<file path="src/rtl/sfq_pkg.sv">
// Shared definitions for the SFQ pulse collector: control states,
// default configuration and the pulse counter saturation value.
package sfq_pkg;

  localparam int DEF_SYNC_STAGES = 2;
  localparam int DEF_FIFO_DEPTH  = 4;
  localparam int DEF_TS_W        = 16;

  localparam logic [15:0] PULSE_CNT_MAX = 16'hFFFF;

  typedef enum logic {
    ST_WARM = 1'b0,
    ST_RUN  = 1'b1
  } sfq_state_e;

endpackage

</file>
<file path="src/rtl/sfq_evt_fifo.sv">
// Event FIFO for the SFQ pulse collector.
// Configuration macro SFQ_TSTAMP_EN: when defined, the FIFO stores one
// WIDTH-bit timestamp per entry; when undefined, only the occupancy
// counter is kept and there are no data ports.
// A push into a full FIFO is accepted when a pop happens in the same cycle.
module sfq_evt_fifo #(
  parameter int WIDTH = 16,
  parameter int DEPTH = 4
) (
  input  logic             clk,
  input  logic             rst_n,
  input  logic             push,
  input  logic             pop,
`ifdef SFQ_TSTAMP_EN
  input  logic [WIDTH-1:0] wr_data,
  output logic [WIDTH-1:0] rd_data,
`endif
  output logic             full,
  output logic             empty
);

  localparam int AW = (DEPTH > 1) ? $clog2(DEPTH) : 1;
  localparam int CW = AW + 1;

  logic [CW-1:0] count_q, count_d;
  logic          pop_ok;
  logic          push_ok;

  assign full    = (count_q == CW'(DEPTH));
  assign empty   = (count_q == '0);
  assign pop_ok  = pop & ~empty;
  assign push_ok = push & (~full | pop_ok);

  // Occupancy bookkeeping: a simultaneous push and pop leaves it unchanged
  always_comb begin
    count_d = count_q;
    case ({push_ok, pop_ok})
      2'b10:   count_d = count_q + CW'(1);
      2'b01:   count_d = count_q - CW'(1);
      default: count_d = count_q;
    endcase
  end

  // Occupancy register
  always_ff @(posedge clk or negedge rst_n) begin
    if (!rst_n) count_q <= '0;
    else        count_q <= count_d;
  end

`ifdef SFQ_TSTAMP_EN
  logic [AW-1:0]    wr_ptr_q, wr_ptr_d;
  logic [AW-1:0]    rd_ptr_q, rd_ptr_d;
  logic [WIDTH-1:0] mem_q [DEPTH];
  logic [WIDTH-1:0] mem_d [DEPTH];

  assign rd_data = mem_q[rd_ptr_q];

  // Pointer advance and storage write; pointers wrap since DEPTH is 2^n
  always_comb begin
    wr_ptr_d = wr_ptr_q;
    rd_ptr_d = rd_ptr_q;
    mem_d    = mem_q;
    if (push_ok) begin
      mem_d[wr_ptr_q] = wr_data;
      wr_ptr_d        = wr_ptr_q + AW'(1);
    end
    if (pop_ok) begin
      rd_ptr_d = rd_ptr_q + AW'(1);
    end
  end

  // Storage and pointer registers; cleared so the head reads zero after reset
  always_ff @(posedge clk or negedge rst_n) begin
    if (!rst_n) begin
      wr_ptr_q <= '0;
      rd_ptr_q <= '0;
      mem_q    <= '{default: '0};
    end else begin
      wr_ptr_q <= wr_ptr_d;
      rd_ptr_q <= rd_ptr_d;
      mem_q    <= mem_d;
    end
  end
`endif

endmodule

</file>
<file path="src/rtl/sfq_pulse_collector.sv">
// SFQ pulse collector: synchronizes a toggle-encoded SFQ line, detects
// each level change as one pulse, counts pulses and queues events.
// Configuration macro SFQ_TSTAMP_EN: when defined, a free-running
// timestamp counter is kept and each event carries the timestamp of the
// cycle it was detected in (ev_ts port); when undefined, both are removed.
module sfq_pulse_collector
  import sfq_pkg::*;
#(
  parameter int SYNC_STAGES = DEF_SYNC_STAGES,
  parameter int FIFO_DEPTH  = DEF_FIFO_DEPTH,
  parameter int TS_W        = DEF_TS_W
) (
  input  logic            clk,
  input  logic            rst_n,
  input  logic            sfq_in,
  output logic            ev_valid,
  input  logic            ev_ready,
`ifdef SFQ_TSTAMP_EN
  output logic [TS_W-1:0] ev_ts,
`endif
  output logic [15:0]     pulse_cnt,
  output logic            err_ovf,
  output logic            err_x,
  input  logic            clr_err
);

  // WARM spans cycles 0..SYNC_STAGES after release so prev sees a settled line
  localparam logic [2:0] WARM_LAST = 3'(SYNC_STAGES);

  sfq_state_e             state_q, state_d;
  logic [2:0]             warm_cnt_q, warm_cnt_d;
  logic [SYNC_STAGES-1:0] sync_q, sync_d;
  logic                   prev_q, prev_d;
  logic                   det_q, det_d;
  logic [15:0]            pulse_cnt_q, pulse_cnt_d;
  logic                   err_ovf_q, err_ovf_d;
  logic                   err_x_q, err_x_d;
  logic                   sync_out;
  logic                   x_seen;
  logic                   toggle;
  logic                   fifo_full;
  logic                   fifo_empty;
  logic                   fifo_pop;
  logic                   drop;

  assign sync_out  = sync_q[SYNC_STAGES-1];
  assign fifo_pop  = ev_ready & ~fifo_empty;
  assign drop      = det_q & fifo_full & ~fifo_pop;
  assign ev_valid  = ~fifo_empty;
  assign pulse_cnt = pulse_cnt_q;
  assign err_ovf   = err_ovf_q;
  assign err_x     = err_x_q;

  // Control FSM: hold in WARM for a fixed number of cycles, then RUN
  always_comb begin
    state_d    = state_q;
    warm_cnt_d = warm_cnt_q;
    case (state_q)
      ST_WARM: begin
        if (warm_cnt_q == WARM_LAST) state_d    = ST_RUN;
        else                         warm_cnt_d = warm_cnt_q + 3'd1;
      end
      ST_RUN:  state_d = ST_RUN;
      default: state_d = ST_WARM;
    endcase
  end

  // Synchronizer shift, prev tracking and toggle detection
  always_comb begin
    sync_d = {sync_q[SYNC_STAGES-2:0], sfq_in};
    x_seen = 1'b0;
`ifndef SYNTHESIS
    x_seen = $isunknown(sync_out);
`endif
    prev_d = prev_q;
    toggle = 1'b0;
    if (!x_seen) begin
      prev_d = sync_out;
      toggle = (state_q == ST_RUN) && (sync_out != prev_q);
    end
  end

  // Pulse counting, event staging and sticky error flags
  always_comb begin
    det_d       = toggle;
    pulse_cnt_d = pulse_cnt_q;
    if (toggle && (pulse_cnt_q != PULSE_CNT_MAX)) pulse_cnt_d = pulse_cnt_q + 16'd1;
    err_ovf_d = drop   | (err_ovf_q & ~clr_err);
    err_x_d   = x_seen | (err_x_q   & ~clr_err);
  end

  // Control, synchronizer and status registers
  always_ff @(posedge clk or negedge rst_n) begin
    if (!rst_n) begin
      state_q     <= ST_WARM;
      warm_cnt_q  <= '0;
      sync_q      <= '0;
      prev_q      <= 1'b0;
      det_q       <= 1'b0;
      pulse_cnt_q <= '0;
      err_ovf_q   <= 1'b0;
      err_x_q     <= 1'b0;
    end else begin
      state_q     <= state_d;
      warm_cnt_q  <= warm_cnt_d;
      sync_q      <= sync_d;
      prev_q      <= prev_d;
      det_q       <= det_d;
      pulse_cnt_q <= pulse_cnt_d;
      err_ovf_q   <= err_ovf_d;
      err_x_q     <= err_x_d;
    end
  end

`ifdef SFQ_TSTAMP_EN
  logic [TS_W-1:0] ts_q, ts_d;
  logic [TS_W-1:0] det_ts_q, det_ts_d;

  // Free-running timestamp; the detection-cycle value travels with the event
  always_comb begin
    ts_d     = ts_q + TS_W'(1);
    det_ts_d = ts_q;
  end

  // Timestamp registers
  always_ff @(posedge clk or negedge rst_n) begin
    if (!rst_n) begin
      ts_q     <= '0;
      det_ts_q <= '0;
    end else begin
      ts_q     <= ts_d;
      det_ts_q <= det_ts_d;
    end
  end
`endif

  sfq_evt_fifo #(
    .WIDTH (TS_W),
    .DEPTH (FIFO_DEPTH)
  ) u_fifo (
    .clk     (clk),
    .rst_n   (rst_n),
    .push    (det_q),
    .pop     (fifo_pop),
`ifdef SFQ_TSTAMP_EN
    .wr_data (det_ts_q),
    .rd_data (ev_ts),
`endif
    .full    (fifo_full),
    .empty   (fifo_empty)
  );

endmodule

</file>
<file path="config.mk">
export PLATFORM = sky130hd
export DESIGN_NAME = sfq_pulse_collector
export DESIGN_NICKNAME = d
export VERILOG_FILES = /design/src/rtl/sfq_pkg.sv /design/src/rtl/sfq_evt_fifo.sv /design/src/rtl/sfq_pulse_collector.sv
export SDC_FILE = /design/constraint.sdc
export NUM_CORES = 1
export LEC_CHECK = 0
export CAP_MARGIN = 10
export CORE_MARGIN = 3
export CORE_UTILIZATION = 56
export CTS_CLUSTER_DIAMETER = 80
export DETAILED_ROUTE_END_ITERATION = 10
export GPL_ROUTABILITY_DRIVEN = 0
export PLACE_DENSITY = 0.82
export SLEW_MARGIN = 5
export SYNTH_ARGS = -nofsm -noshare
export SYNTH_HDL_FRONTEND = slang
export SYNTH_SLANG_ARGS = --single-unit
</file>
<file path="constraint.sdc">
create_clock -name clk -period 2.8 [get_ports clk]
set_input_delay 0.42 -clock clk [delete_from_list [all_inputs] [get_ports clk]]
set_output_delay 0.42 -clock clk [all_outputs]
set_load 0.1 [all_outputs]
</file>
# After elaboration in Yosys (flattened, before gate mapping)

Cells that the tools add are included.

Output and inout bits: 19
Input bits: 5
Logic and storage cells: 42
Bits in registers: 29

Bitwise logic cells: 15
Muxes and demuxes: 3
Reductions and logical operators: 5
Add/subtract/negate cells: 4
Equal/unequal tests: 6

Operators with widths:

| kind                                                                   | number |
|---|---|
| 16-bit by 1-bit adder with 16-bit output (second input constant)       | 1 |
| 16-bit != test (second input constant)                                 | 1 |
| 1-bit AND                                                              | 7 |
| 3-bit by 1-bit adder with 3-bit output (second input constant)         | 2 |
| 1-bit NOT                                                              | 6 |
| 3-bit one-hot mux with 2 select lines                                  | 1 |
| 3-bit by 2-bit equality test with 1-bit output (second input constant) | 1 |
| 3-bit equality test (second input constant)                            | 1 |
| 3-bit logical NOT                                                      | 1 |
| 3-bit by 1-bit subtractor with 3-bit output (second input constant)    | 1 |
| 2-bit by 1-bit equality test with 1-bit output (second input constant) | 1 |
| 2-bit equality test (second input constant)                            | 1 |
| 1-bit logical AND                                                      | 2 |
| 1-bit bitwise OR                                                       | 2 |
| 1-bit one-hot mux with 2 select lines                                  | 1 |
| 2-bit AND reduction                                                    | 1 |
| 2-bit nonzero test                                                     | 1 |
| 1-bit 2-to-1 mux                                                       | 1 |
| 1-bit != test                                                          | 1 |

# Logic depth before layout (Yosys ltp)

Gate-level depths: netlist of run 1.

Depth in word-level cells: 8
Depth in mapped cells: 7

# By module

A second synthesis of run 1 with hierarchy kept.

Cell total of the unflattened synthesis: 134
Area, all modules: 1463.9 um^2

Modules (own cells, without submodules):

| module              | times used | seq. area each (um^2) | cells each | area each (um^2) |
|---|---|---|---|---|
| sfq_pulse_collector | 1          | 650.6                 | 102        | 1184.9 |
| sfq_evt_fifo        | 1          | 75.1                  | 32         | 279.0 |

# Least setup slack after synthesis of run 1

Ideal clock, no wire load.

Path type: reg2reg
Start point: register pulse_cnt_q[0], in the netlist pulse_cnt[0]
End point: register pulse_cnt_q[1], in the netlist pulse_cnt[1]
Clock period less this slack: 2.442 ns
Path slack: 0.358 ns
Stages on the path, launching flop included: 6
Buffers on the path: 0
Library setup time: 0.127 ns
Arrival: 2.315 ns
Cells stage by stage: dfrtp_1 -> ha_1 -> nand3_4 -> nor4_4 -> nor2_2 -> mux2_4

Longest elaborated chain between the ends: 2
Elaborated cells between the ends (all ways): 3
Those cells by class: 1 x add/sub; 1 x eq/ne; 1 x reduce/logical

Ends and longest elaborated chain:

| what                                                                             | RTL line                   | text |
|---|---|---|
| start, declared                                                                  | sfq_pulse_collector.sv:35  | `logic [15:0] pulse_cnt_q, pulse_cnt_d;` |
| start signal, assigned                                                           | sfq_pulse_collector.sv:109 | `pulse_cnt_q <= pulse_cnt_d;` |
| branches (longest 2 deep; another with 16-bit by 1-bit adder with 16-bit output) | -                          |  |

Several ways; the timed one is not identified.
A chain may end at the register's enable or synchronous reset.

# Final worst setup path of run 1

Start point: input ev_ready
End point: register u_fifo.count_q[2]

Longest elaborated chain between the ends: 6
Elaborated cells between the ends (all ways): 8
Those cells by class: 2 x eq/ne; 1 x mux; 4 x bitwise; 1 x reduce/logical

Ends and longest elaborated chain:

| what                                                                                  | RTL line                  | text |
|---|---|---|
| start, declared                                                                       | sfq_pulse_collector.sv:17 | `input logic ev_ready,` |
| 1-bit AND (*)                                                                         | sfq_pulse_collector.sv:47 | `assign fifo_pop = ev_ready & ~fifo_empty;` |
| 1-bit AND (*)                                                                         | sfq_evt_fifo.sv:31        | `assign pop_ok = pop & ~empty;` |
| 1-bit bitwise OR                                                                      | sfq_evt_fifo.sv:32        | `assign push_ok = push & (~full \| pop_ok);` |
| 1-bit AND                                                                             | sfq_evt_fifo.sv:32        |  |
| 2-bit by 1-bit equality test with 1-bit output or 2-bit equality test (tied branches) | sfq_evt_fifo.sv:37        | `case ({push_ok, pop_ok})` |
| 3-bit one-hot mux with 2 select lines or 2-bit nonzero test (tied branches)           | -                         |  |
| end signal, assigned                                                                  | sfq_evt_fifo.sv:47        | `else count_q <= count_d;` |
| end, declared                                                                         | sfq_evt_fifo.sv:25        | `logic [CW-1:0] count_q, count_d;` |

Every way passes the cells marked *; elsewhere a longest branch is shown, timed or not.

==> impl_metrics.json, run 1 <==
{
  "status": "finished, final reports clean",
  "crit_path_start_kind": "input port",
  "timing_hold_violations_final": 0,
  "multi_input_area_sq_um": 684,
  "layout_commonest_cell": "dfrtp_1",
  "clk_path_buf_depth": 2,
  "die_w_microns": 56.7,
  "finClkSkew_ns": 0.0117,
  "via_per_inst": 6.07,
  "io_buffers": 23,
  "clkSlewWorstSetupHoldPaths_ns": 0.08,
  "critPathMaxFanout": 5,
  "drt_wl_total_microns": 2950,
  "grtUsageTotal_pct": 21.3,
  "synth.avg_cell_area_sq_um": 11.2,
  "grt_pass1_wl_microns": 5250,
  "grt_max_degree": 30,
  "max_freq_mhz": 418,
  "vdd_drop_max_mv": 0.984,
  "rsz0062_at_grt": "false",
  "clock_latency_ns": 0.32,
  "slowest_delay_ns": 0.56,
  "cts_resized": 0,
  "rows": 17,
  "crit_type": "input port to register",
  "drv_cap": 0,
  "place_inst": 181,
  "fin_setup_tns_ns": 0,
  "grt_overflow": 0,
  "worst_pin_slew_ns": 0.515,
  "crit_chain": "clkdlybuf4s50_1, nor2b_1, nand2_1, fa_1, nor3b_1, a21oi_1, a21oi_1, o21ai_0",
  "dr.pass1.iters": 4,
  "crit_path_end_kind": "register",
  "n_fill_cell": 170,
  "synth_cell_types": 32,
  "final_cell_mix": "dfrtp_1, buf_4, xor2_1",
  "diodes": 0,
  "ant_nets": 0,
  "finalNetCount": 169,
  "die_y_microns": 56.7,
  "start_util_pct": 62.1,
  "seq_area_sq_um": 726,
  "cts_buffers": 5,
  "critical-path-slowest-cell": "clkdlybuf4s50_1",
  "drt-initial-drc-count": 63,
  "hold_buffers": 0,
  "synth_nets": 138,
  "crit_arrival_ns": 2.58,
  "total_leakage_power_nw": 0.804,
  "final_layout_size_suffix_gt1_share_pct": 22.5,
  "ys_seq_area_share_pct": 50.4,
  "hpwl_microns": 2150,
  "final_cells": 188,
  "powerDensity_nw_per_um2": 972,
  "clkSinkCount": 29,
  "power_mw": 1.67,
  "synthesis.instances": 129,
  "cts-root-buf": "clkbuf_4",
  "ys_seq_elements": 29,
  "place_area_sq_um": 1670,
  "wl_per_cell_microns": 15.7,
  "synth_area_sq_um": 1440,
  "cts_setup_buffers": 0,
  "worst_path_most_repeated_cell": "a21oi_1",
  "io_pins": 24,
  "antenna_found_initial": 0,
  "finalSetupViolCount": 0,
  "post-route-util_pct": 74.2,
  "required_ns": 2.99,
  "min_path_type": "register to register",
  "vias": 1141,
  "finalInstanceArea_sq_um": 1720,
  "drcViolationCount": 0,
  "core-area_sq_um": 2320,
  "min_period_ns": 2.39,
  "cts_tree": "yes",
  "areaGrowthSynthToFinish_pct": 19.5,
  "finalCritPeriodShare_pct": 85.5,
  "grt_pass1_vias": 1160,
  "htree_levels": 2,
  "max_slew_margin_pct": 65.4,
  "dieArea_sq_um": 3220,
  "drv_slew": 0,
  "yosys_warnings": 0
}
==> worst max-delay path: cells and delay by family <==
kind	cells	cell delay [ns]
compound gates	3	0.33
fa+ha+maj	1	0.45
simple gates	3	0.82
buf+inv	1	0.56
==> kinds of logic after synthesis <==
family	Yosys count	share of synthesized area [%]
adders and majority gates	4	4.00
xor gates and xnor gates	18	10.9
muxes	1	1.04
AOI/OAI and AO/OA	17	6.69
DFF	29	50.4
and+or+nand+nor	52	24.8
buffers and inverters	8	2.09
==> flip-flops by register name, summed over array words and instances, names as in the netlist <==
name            cells
det_q               1
err_ovf             1
err_x               1
prev_q              1
pulse_cnt          16
state_q             1
sync_q              2
u_fifo.count_q      3
warm_cnt_q          3
==> report_power, final <==
part	internal (mW)	switching [mW]	leakage [nW]	total (mW)
clock	0.118	0.133	0.0314	0.251
combinational	0.206	0.600	0.405	0.807
sequential	0.496	0.117	0.368	0.613
total	0.820	0.851	0.804	1.67
==> stage by stage <==
stage	setup slack (ns)	hold slack [ns]
after floorplan	0.358	0.124
after global placement	0.394	0.335
after detailed placement	0.154	0.343
after CTS	0.487	0.359
after global routing	0.315	0.373
final	0.405	0.354
==> area by class of cell <==
type | count | area share [%]
multi-input combinational | 92 | 39.8
tap | 28 | 2.04
clock buffer | 7 | 3.20
inverter | 8 | 1.75
timing repair buffer | 24 | 11.1
sequential | 29 | 42.2
==> cell usage after synthesis <==
master	number	area, sq um
a2111oi_0	1	8.76
a211oi_1	1	7.51
a21oi_1	7	35.0
a31oi_1	1	6.26
and2_1	1	6.26
and4_1	2	17.5
dfrtp_1	29	726
fa_1	1	20.0
ha_1	3	37.5
inv_1	8	30.0
mux2_4	1	15.0
nand2_1	9	33.8
nand2b_1	1	6.26
nand3_1	5	25.0
nand3_4	1	17.5
nand4_1	3	18.8
nand4_2	2	25.0
nor2_1	3	11.3
nor2_2	1	6.26
nor2b_1	3	18.8
nor3_1	4	20.0
nor3b_1	3	22.5
nor4_1	7	43.8
nor4_4	1	21.3
nor4b_2	3	45.0
o21a_1	1	7.51
o21ai_0	5	25.0
o22ai_1	1	6.26
or2_2	1	6.26
or3_1	2	12.5
xnor2_1	3	26.3
xor2_1	15	131
==> per-layer routing <==
metal	global-route usage [%]	share of wire (%)	vias up
met4	7.80	1.2	0
met3	6.44	7.2	4
met5	0	0	-
met1	24.1	39	559
li1	-	-	532
met2	37.5	53	46
==> path summary, 6_finish.rpt <==
check | from | endpoint | slack (ns) | cells after the start
worst max-delay path | ev_ready | u_fifo.count_q[2] | 0.41 | 8
worst max register to register | det_q | u_fifo.count_q[2] | 0.64 | 7
max in group asynchronous | rst_n | prev_q | 2.04 | 2
min in group asynchronous | rst_n | pulse_cnt[13] | 0.48 | 2
worst min register to register | sync_q[0] | sync_q[1] | 0.35 | 0
worst min-delay path | sync_q[0] | sync_q[1] | 0.35 | 0
No activity file was read; power rests on OpenSTA's default activity.
==> inputs of run 2 (changes only) <==
--- a/config.mk
+++ b/config.mk
@@ -11,7 +11,8 @@
 export CTS_CLUSTER_DIAMETER = 80
 export DETAILED_ROUTE_END_ITERATION = 10
 export GPL_ROUTABILITY_DRIVEN = 0
-export PLACE_DENSITY = 0.82
+export PLACE_DENSITY = 0.83
+export REMOVE_ABC_BUFFERS = 1
 export SLEW_MARGIN = 5
 export SYNTH_ARGS = -nofsm -noshare
 export SYNTH_HDL_FRONTEND = slang
==> run 2 against run 1 <==
Effect of this change:
- count of clock-buffer cells in the layout down 1
- via count down 3.3%
- largest cell class unchanged
- final area down 0.22%
- largest power group unchanged
- clock skew down 0.0043 ns
- highest routed layer unchanged
==> impl_metrics.json, run 2 (same netlist as run 1, synthesis figures left out) <==
{
  "status": "finished, final reports clean",
  "intPower_mw": 0.797,
  "clkSlewWorstSetupHoldPaths_ns": 0.09,
  "io_buffers": 23,
  "clockPowerShare_pct": 14.3,
  "min_path_type": "register to register",
  "hpwl_microns": 2080,
  "max_slew_margin_pct": 66.2,
  "cts_resized": 0,
  "worst_path_most_repeated_cell": "a21oi_1",
  "drt-initial-drc-count": 11,
  "total_leakage_power_nw": 0.805,
  "post-route-util_pct": 74.0,
  "critPathMaxFanout": 5,
  "finalCritPeriodShare_pct": 78.9,
  "grtUsageTotal_pct": 19.5,
  "die_y_microns": 56.7,
  "fin_setup_tns_ns": 0,
  "crit_path_end_kind": "register",
  "rows": 17,
  "pwr-share-seq_pct": 37.0,
  "cts_tree": "yes",
  "clock_latency_ns": 0.32,
  "timing_hold_violations_final": 0,
  "via_per_inst": 5.84,
  "vias": 1103,
  "slowest_delay_ns": 0.54,
  "drcViolationCount": 0,
  "layout_commonest_cell": "dfrtp_1",
  "start_util_pct": 62.1,
  "diodes": 0,
  "core-area_sq_um": 2320,
  "finalNetCount": 169,
  "dr.pass1.iters": 4,
  "critical-path-slowest-cell": "clkdlybuf4s50_1",
  "required_ns": 3.01,
  "largest_register_ffs": 16,
  "cts_buffers": 5,
  "drv_slew": 0,
  "min_period_ns": 2.21,
  "final_cell_mix": "dfrtp_1, buf_4, xor2_1",
  "wl_per_cell_microns": 14.7,
  "hold_buffers": 0,
  "dieArea_sq_um": 3220,
  "switching_share_pct": 51.7,
  "worst_pin_slew_ns": 0.504,
  "crit_arrival_ns": 2.42,
  "final_layout_size_suffix_gt1_share_pct": 23.0,
  "clk_path_buf_depth": 2,
  "grt_overflow": 0,
  "finClkSkew_ns": 0.00740,
  "antenna_found_initial": 0,
  "rrSetupSlack_ns": 0.82,
  "die_w_microns": 56.7,
  "grt_pass1_wl_microns": 4940,
  "drt_wl_total_microns": 2780,
  "crit_path_start_kind": "input port",
  "vdd_drop_max_mv": 0.868,
  "crit_type": "input port to register",
  "cts_setup_buffers": 0,
  "crit_chain": "clkdlybuf4s50_1, nor2b_1, nand2_1, fa_1, nor3b_1, a21oi_1, a21oi_1, o21ai_0",
  "ant_nets": 0,
  "power.switching_mw": 0.852,
  "clkSinkCount": 29,
  "rsz0062_at_grt": "false",
  "grt_pass1_vias": 1143,
  "io_pins": 24,
  "grt_max_degree": 30,
  "areaGrowthSynthToFinish_pct": 19.2,
  "max_freq_mhz": 453,
  "finalSetupViolCount": 0,
  "drv_cap": 0,
  "cts-root-buf": "clkbuf_4",
  "htree_levels": 2,
  "powerDensity_nw_per_um2": 961,
  "combPwrFrac_pct": 48.6
}
run 2: stage by stage:
stage / cells / power [mW] / instance area (sq um) / setup slack, ns / hold slack, ns
CTS: 189 / 1.66 / 1720 / 0.598 / 0.371
finish: 189 / 1.65 / 1720 / 0.592 / 0.370
floorplan: 129 / 1.24 / 1440 / 0.358 / 0.124
global placement: 181 / 1.39 / 1670 / 0.401 / 0.334
global route: 189 / 1.73 / 1720 / 0.374 / 0.371
detailed placement: 181 / 1.42 / 1670 / 0.251 / 0.350
run 2: per-layer routing:
metal	up-vias	wire length (microns)	track usage [%]
met5	-	0	0
met2	23	1420	33.5
met3	7	143	6.90
met1	548	1170	21.9
met4	0	49	7.46
li1	525	-	-
run 2: power by group through the flow:
stage / combinational, mW / sequential [mW] / clock [mW]
floorplan: 0.280 / 0.956 / 0
global placement: 0.782 / 0.608 / 0
detailed placement: 0.806 / 0.617 / 0
CTS: 0.807 / 0.609 / 0.242
global route: 0.844 / 0.623 / 0.265
finish: 0.802 / 0.611 / 0.237
run 2: area by class of cell:
type                            count  area, sq um
Clock inverter                      2         10.0
Multi-Input combinational cell     92          684
Clock buffer                        6         41.3
Fill cell                         173          602
Tap cell                           28         35.0
Sequential cell                    29          726
Inverter                            8         30.0
Timing Repair Buffer               24          190
run 2: worst paths after layout:
check                      cells after the start       from                end
max                                            8   ev_ready  u_fifo.count_q[2]
min                                            0  sync_q[0]          sync_q[1]
max reg2reg                                    7      det_q  u_fifo.count_q[2]
min reg2reg                                    0  sync_q[0]          sync_q[1]
max in group asynchronous                      2      rst_n       pulse_cnt[2]
min in group asynchronous                      2      rst_n      pulse_cnt[15]
run 2: critical path: cells and delay by family:
kind / cells / cell delay [ns]
compound gates: 3 / 0.28
fa+ha+maj: 1 / 0.44
simple gates: 3 / 0.74
buf+inv: 1 / 0.54
==> inputs of run 3 (changes only) <==
--- a/config.mk
+++ b/config.mk
@@ -7,11 +7,11 @@
 export LEC_CHECK = 0
 export CAP_MARGIN = 10
 export CORE_MARGIN = 3
-export CORE_UTILIZATION = 56
+export CORE_UTILIZATION = 52
 export CTS_CLUSTER_DIAMETER = 80
 export DETAILED_ROUTE_END_ITERATION = 10
 export GPL_ROUTABILITY_DRIVEN = 0
-export PLACE_DENSITY = 0.83
+export PLACE_DENSITY = 0.78
 export REMOVE_ABC_BUFFERS = 1
 export SLEW_MARGIN = 5
 export SYNTH_ARGS = -nofsm -noshare
==> constraint.sdc (replaced) <==
create_clock -name clk -period 2.2 [get_ports clk]
set_input_delay 0.33 -clock clk [delete_from_list [all_inputs] [get_ports clk]]
set_output_delay 0.33 -clock clk [all_outputs]
set_load 0.1 [all_outputs]
==> run 3 against run 2 <==
Effect of this change:
- clock skew is essentially flat
- core utilization shrank 4.6 points
- cell count grew 3.2%
- hold slack lost 0.013 ns
- critical endpoint is now u_fifo.count_q[1]
- first-iteration DRC count grew to 3.2 times the previous value
- critical path depth shrank 2
- combinational power grew 31%
- sequential cell count is the same
- via count shrank 0.45%
- critical path type is now register to register
==> impl_metrics.json, run 3 (same netlist as run 1, synthesis figures left out) <==
{
  "status": "finished, final reports clean",
  "final_layout_size_suffix_gt1_share_pct": 25.5,
  "clkSinkCount": 29,
  "combPwrFrac_pct": 47.9,
  "path_depth": 6,
  "cts_resized": 0,
  "critical-path-slowest-cell": "dfrtp_1",
  "diodes": 0,
  "rrSetupSlack_ns": 0.30,
  "routed-wl-met3_microns": 128,
  "drt-initial-drc-count": 35,
  "hold_ws_ns": 0.357,
  "grt_pass1_wl_microns": 4880,
  "areaGrowthSynthToFinish_pct": 22.8,
  "antenna_found_initial": 0,
  "finalSetupViolCount": 0,
  "top_layer": "met4",
  "grt_overflow": 0,
  "vias": 1098,
  "cts-root-buf": "clkbuf_4",
  "clk_path_buf_depth": 2,
  "required_ns": 2.45,
  "dieArea_sq_um": 3440,
  "finalInstanceArea_sq_um": 1770,
  "r2r_end": "u_fifo.count_q[1]",
  "vdd_drop_max_mv": 1.41,
  "slowest_delay_ns": 0.43,
  "via_per_inst": 5.63,
  "pwr-share-seq_pct": 35.4,
  "hpwl_microns": 2100,
  "core-area_sq_um": 2540,
  "wl_per_cell_microns": 14.3,
  "finalCritPeriodShare_pct": 86.6,
  "die_w_microns": 58.6,
  "timing_hold_violations_final": 0,
  "total_leakage_power_nw": 0.833,
  "crit_chain": "or3_1, nand2_1, fa_1, a211oi_1, o21ai_0, a21oi_1",
  "cp_num_buf_inv": 0,
  "grt_pass1_vias": 1081,
  "cts_setup_buffers": 0,
  "htree_levels": 2,
  "max_freq_mhz": 525,
  "clockPowerShare_pct": 16.7,
  "dr.pass1.iters": 4,
  "min_period_ns": 1.90,
  "hold_buffers": 0,
  "power.switching_mw": 1.09,
  "ant_nets": 0,
  "met1_length_microns": 1210,
  "start_util_pct": 56.6,
  "layout_commonest_cell": "dfrtp_1",
  "io_pins": 24,
  "drt_wl_total_microns": 2800,
  "critPathMaxFanout": 5,
  "cts_tree": "yes",
  "clock_latency_ns": 0.33,
  "final_cell_mix": "dfrtp_1, buf_4, xor2_1",
  "finClkSkew_ns": 0.00774,
  "finalNetCount": 173,
  "min_path_type": "register to register",
  "drcViolationCount": 0,
  "switching_share_pct": 49.8,
  "cts_buffers": 5,
  "crit_path_end_kind": "register",
  "fin_setup_tns_ns": 0,
  "worst_pin_slew_ns": 0.485,
  "rows": 18,
  "crit_arrival_ns": 2.16,
  "intPower_mw": 1.10,
  "max_slew_margin_pct": 67.4,
  "grtUsageTotal_pct": 18.8,
  "rsz0062_at_grt": "false",
  "place_area_sq_um": 1700,
  "endpoint": "u_fifo.count_q[1]",
  "powerDensity_nw_per_um2": 1230,
  "grt_max_degree": 30,
  "crit_type": "register to register",
  "io_buffers": 23,
  "reg2reg_depth": 6,
  "critical-path-top-delay-family": "simple AND/OR/NAND/NOR gates",
  "largest_register_ffs": 16,
  "crit_path_start_kind": "register",
  "die_y_microns": 58.6,
  "reg2reg_from": "u_fifo.count_q[2]",
  "drv_slew": 0,
  "drv_cap": 0,
  "met2WireLength_microns": 1400,
  "crit_start": "u_fifo.count_q[2]",
  "clkSlewWorstSetupHoldPaths_ns": 0.09
}
## run 3: how the worst min path moves through the flow
| stage | from | endpoint | cells past startpoint | slack (ns) |
|---|---|---|---|---|
| floorplan | rst_n | det_q | 0 | 0.03 |
| global placement | sync_q[0] | sync_q[1] | 0 | 0.33 |
| detailed placement | sync_q[0] | sync_q[1] | 0 | 0.34 |
| CTS | sync_q[0] | sync_q[1] | 0 | 0.36 |
| global route | sync_q[0] | sync_q[1] | 0 | 0.38 |
| finish | sync_q[0] | sync_q[1] | 0 | 0.36 |
## run 3: power groups by stage
stage / clock network [mW] / logic, mW / registers (mW)
2_1_floorplan: 0 / 0.357 / 1.22
3_3_place_gp: 0 / 1.02 / 0.777
3_5_place_dp: 0 / 1.05 / 0.783
4_1_cts: 0.375 / 1.05 / 0.773
5_1_grt: 0.407 / 1.10 / 0.798
6_report: 0.365 / 1.05 / 0.773
## run 3: cell type report
| type | count | area, sq um |
|---|---|---|
| multi-input cells | 92 | 684 |
| inverters | 8 | 30.0 |
| fillers | 194 | 777 |
| well taps | 30 | 37.5 |
| clock buffers | 7 | 65.1 |
| repair buffers | 28 | 220 |
| flip-flops and latches | 29 | 726 |
| clock inverters | 1 | 5.00 |
## run 3: routing by layer
layer	up-vias	track usage [%]
met3	8	4.61
met1	533	24.2
met5	-	0
li1	530	-
met4	0	8.74
met2	27	30.0
## run 3: metrics by stage
step	total power [mW]	std cells	util [%]	worst slack [ns]
6_report	2.18	195	69.5	0.295
5_1_grt	2.30	195	69.5	0.176
4_1_cts	2.20	195	69.5	0.286
3_5_place_dp	1.83	187	66.7	0.0489
3_3_place_gp	1.79	187	66.7	0.145
2_1_floorplan	1.57	129	-	-0.242
==> RTL edit (settings of run 2) <==
Register the output `pulse_cnt` once more; this adds one clock of latency there. The other outputs are not delayed to match.
--- a/src/rtl/sfq_pulse_collector.sv
+++ b/src/rtl/sfq_pulse_collector.sv
@@ -47,7 +47,9 @@
   assign fifo_pop  = ev_ready & ~fifo_empty;
   assign drop      = det_q & fifo_full & ~fifo_pop;
   assign ev_valid  = ~fifo_empty;
-  assign pulse_cnt = pulse_cnt_q;
+  always_ff @(posedge clk) begin
+    pulse_cnt <= pulse_cnt_q;
+  end
   assign err_ovf   = err_ovf_q;
   assign err_x     = err_x_q;
 
Function: changed (Yosys sat finds a counterexample within 10 cycles, from zero or initial values and one cycle with rst_n low).
==> RTL edit against run 2 <==
Critical path depth did not move; synthesized area up 17%; sequential cell count grew 16; final area grew 15%; clock power grew 42%; wire length rose by 0.79%; largest cell class unchanged; sequential share of layout area rose by 11 points; worst setup slack better by 0.075 ns; clock skew decreased by 0.0043 ns; total power rose by 24%; cell count rose by 6.9%; combinational power up 2.6%.
==> RTL edit: results (changes against run 2) <==
Parameter                              Value

Global routing
  Global-route wire length before repair    4.93 mm (was 4.94 mm)
  Met2 Use GR    30.4% (was 33.5%)
  Met1 demand-to-capacity share in global routing    21.6% (was 21.9%)
  Total routing resource utilization after global routing    18.5% (was 19.5%)
  Number of global-route vias before repair    1119 (was 1143)

Placement
  Detail Placement HPWL    2.00 mm (was 2.08 mm)
  Placed Instances    194 (was 181)
  Worst slack at placement    0.322 ns (was 0.251 ns)

Pwr
  Pleak    0.884 nW (was 0.805 nW)
  Largest voltage drop on the vdd net    0.00101 V (was 0.000868 V)

Finish
  Fraction of final layout cells with drive strength greater than 1    18.1% (was 23.0%)
  # nets final    179 (was 169)
  Final cell count without fillers    202 (was 189)

STA
  Final clock period utilization by the worst path    76.2% (was 78.9%)
  Final setup skew    0.00313 ns (was 0.00740 ns)
  Final hold slack    0.367 ns (was 0.370 ns)
  Transition time of the tightest slew-check pin    0.368 ns (was 0.504 ns)

Synthesis
  Average instance area after synthesis    11.9 µm² (was 11.2 µm²)
  Most frequent cells after synthesis    29 x dfrtp_1, 16 x dfxtp_1, 11 x nand2_1 (was 29 x dfrtp_1, 15 x xor2_1, 9 x nand2_1)
  Sequential share of the synthesized area    62.1% (was 50.4%)
  Count of cell types in the netlist    33 (was 32)
  Top area cells in the synthesized netlist    dfrtp_1 43%, dfxtp_1 19%, xnor2_1 4.2%, nand2_1 2.4%, ha_1 2.2% (was dfrtp_1 50%, xor2_1 9.1%, nor4b_2 3.1%, nor4_1 3.0%, ha_1 2.6%)
  Share of async-settable or async-resettable flops after synthesis    64.4% (was 100%)

Setup path
  R2R setup slack    0.83 ns
  Critical Path AT    2.38 ns (was 2.42 ns)

Detailed routing
  Met3 wirelength from detailed routing    134 µm (was 143 µm)
  Met2 wire length    1.36 mm (was 1.42 mm)
  Top layer used by detailed routing    met4 (unchanged)
  Metal1 wirelength    1.26 mm (was 1.17 mm)
  Routed length per instance    13.9 µm (was 14.7 µm)
  Drt initial violations    40 (was 11)
  Vias per Instance    5.60 (was 5.84)

Clocking
  Worst-skew pair later-pin latency    0.35 ns (was 0.32 ns)
  Clock transition time at the flip-flop clock pins of the worst setup and hold paths    0.12 ns (was 0.09 ns)

Outcome
  Outcome    completed (unchanged)
-- RTL edit: cell count changes in the layout (fill, tap and decap cells not counted), moves of 3 or more --
| cell | before | now |
|---|---|---|
| nor4b_2 | 3 | 0 |
| dfxtp_1 | 0 | 16 |
| xor2_1 | 15 | 4 |
| inv_1 | 8 | 5 |
| and3_1 | 0 | 5 |
| xnor2_1 | 3 | 8 |
| nor4_1 | 7 | 0 |
| a31oi_1 | 1 | 4 |
-- RTL edit: kinds of logic after synthesis --
group	Yosys count	share of synthesized area (%)
flip-flops	45	62.1
adder cells (fa/ha/maj)	4	3.42
multiplexers	3	2.23
buffers and inverters	8	2.15
AO/OA/AOI/OAI	21	8.02
AND/OR/NAND/NOR	49	15.9
XOR/XNOR	12	6.24
-- RTL edit: worst register-to-register path, stage by stage (launching register included) --
cell	delay [ns]
dfrtp_1	0.47
nor2b_1	0.31
nand2_1	0.12
fa_1	0.45
nor2b_1	0.22
a21oi_1	0.06
a21oi_1	0.14
o21ai_0	0.09
-- RTL edit: area by class of cell --
class                   count  area, µm²
multi-input cells          89        603
well taps                  31       38.8
clock buffers               7       65.1
flip-flops and latches     45       1050
inverters                   5       18.8
repair buffers             24        190
fillers                   199        838
clock inverters             1       5.00
-- RTL edit: through the flow --
stage               total power, mW  area, µm²
global placement               1.68       1900
finish                         2.04       1970
floorplan                      1.53       1670
detailed placement             1.72       1900
CTS                            2.06       1970
global route                   2.15       1970
-- RTL edit: where the power goes --
part	internal (mW)	leakage, nW	switching (mW)
logic	0.200	0.346	0.623
registers	0.774	0.497	0.108
clock network	0.146	0.0413	0.191
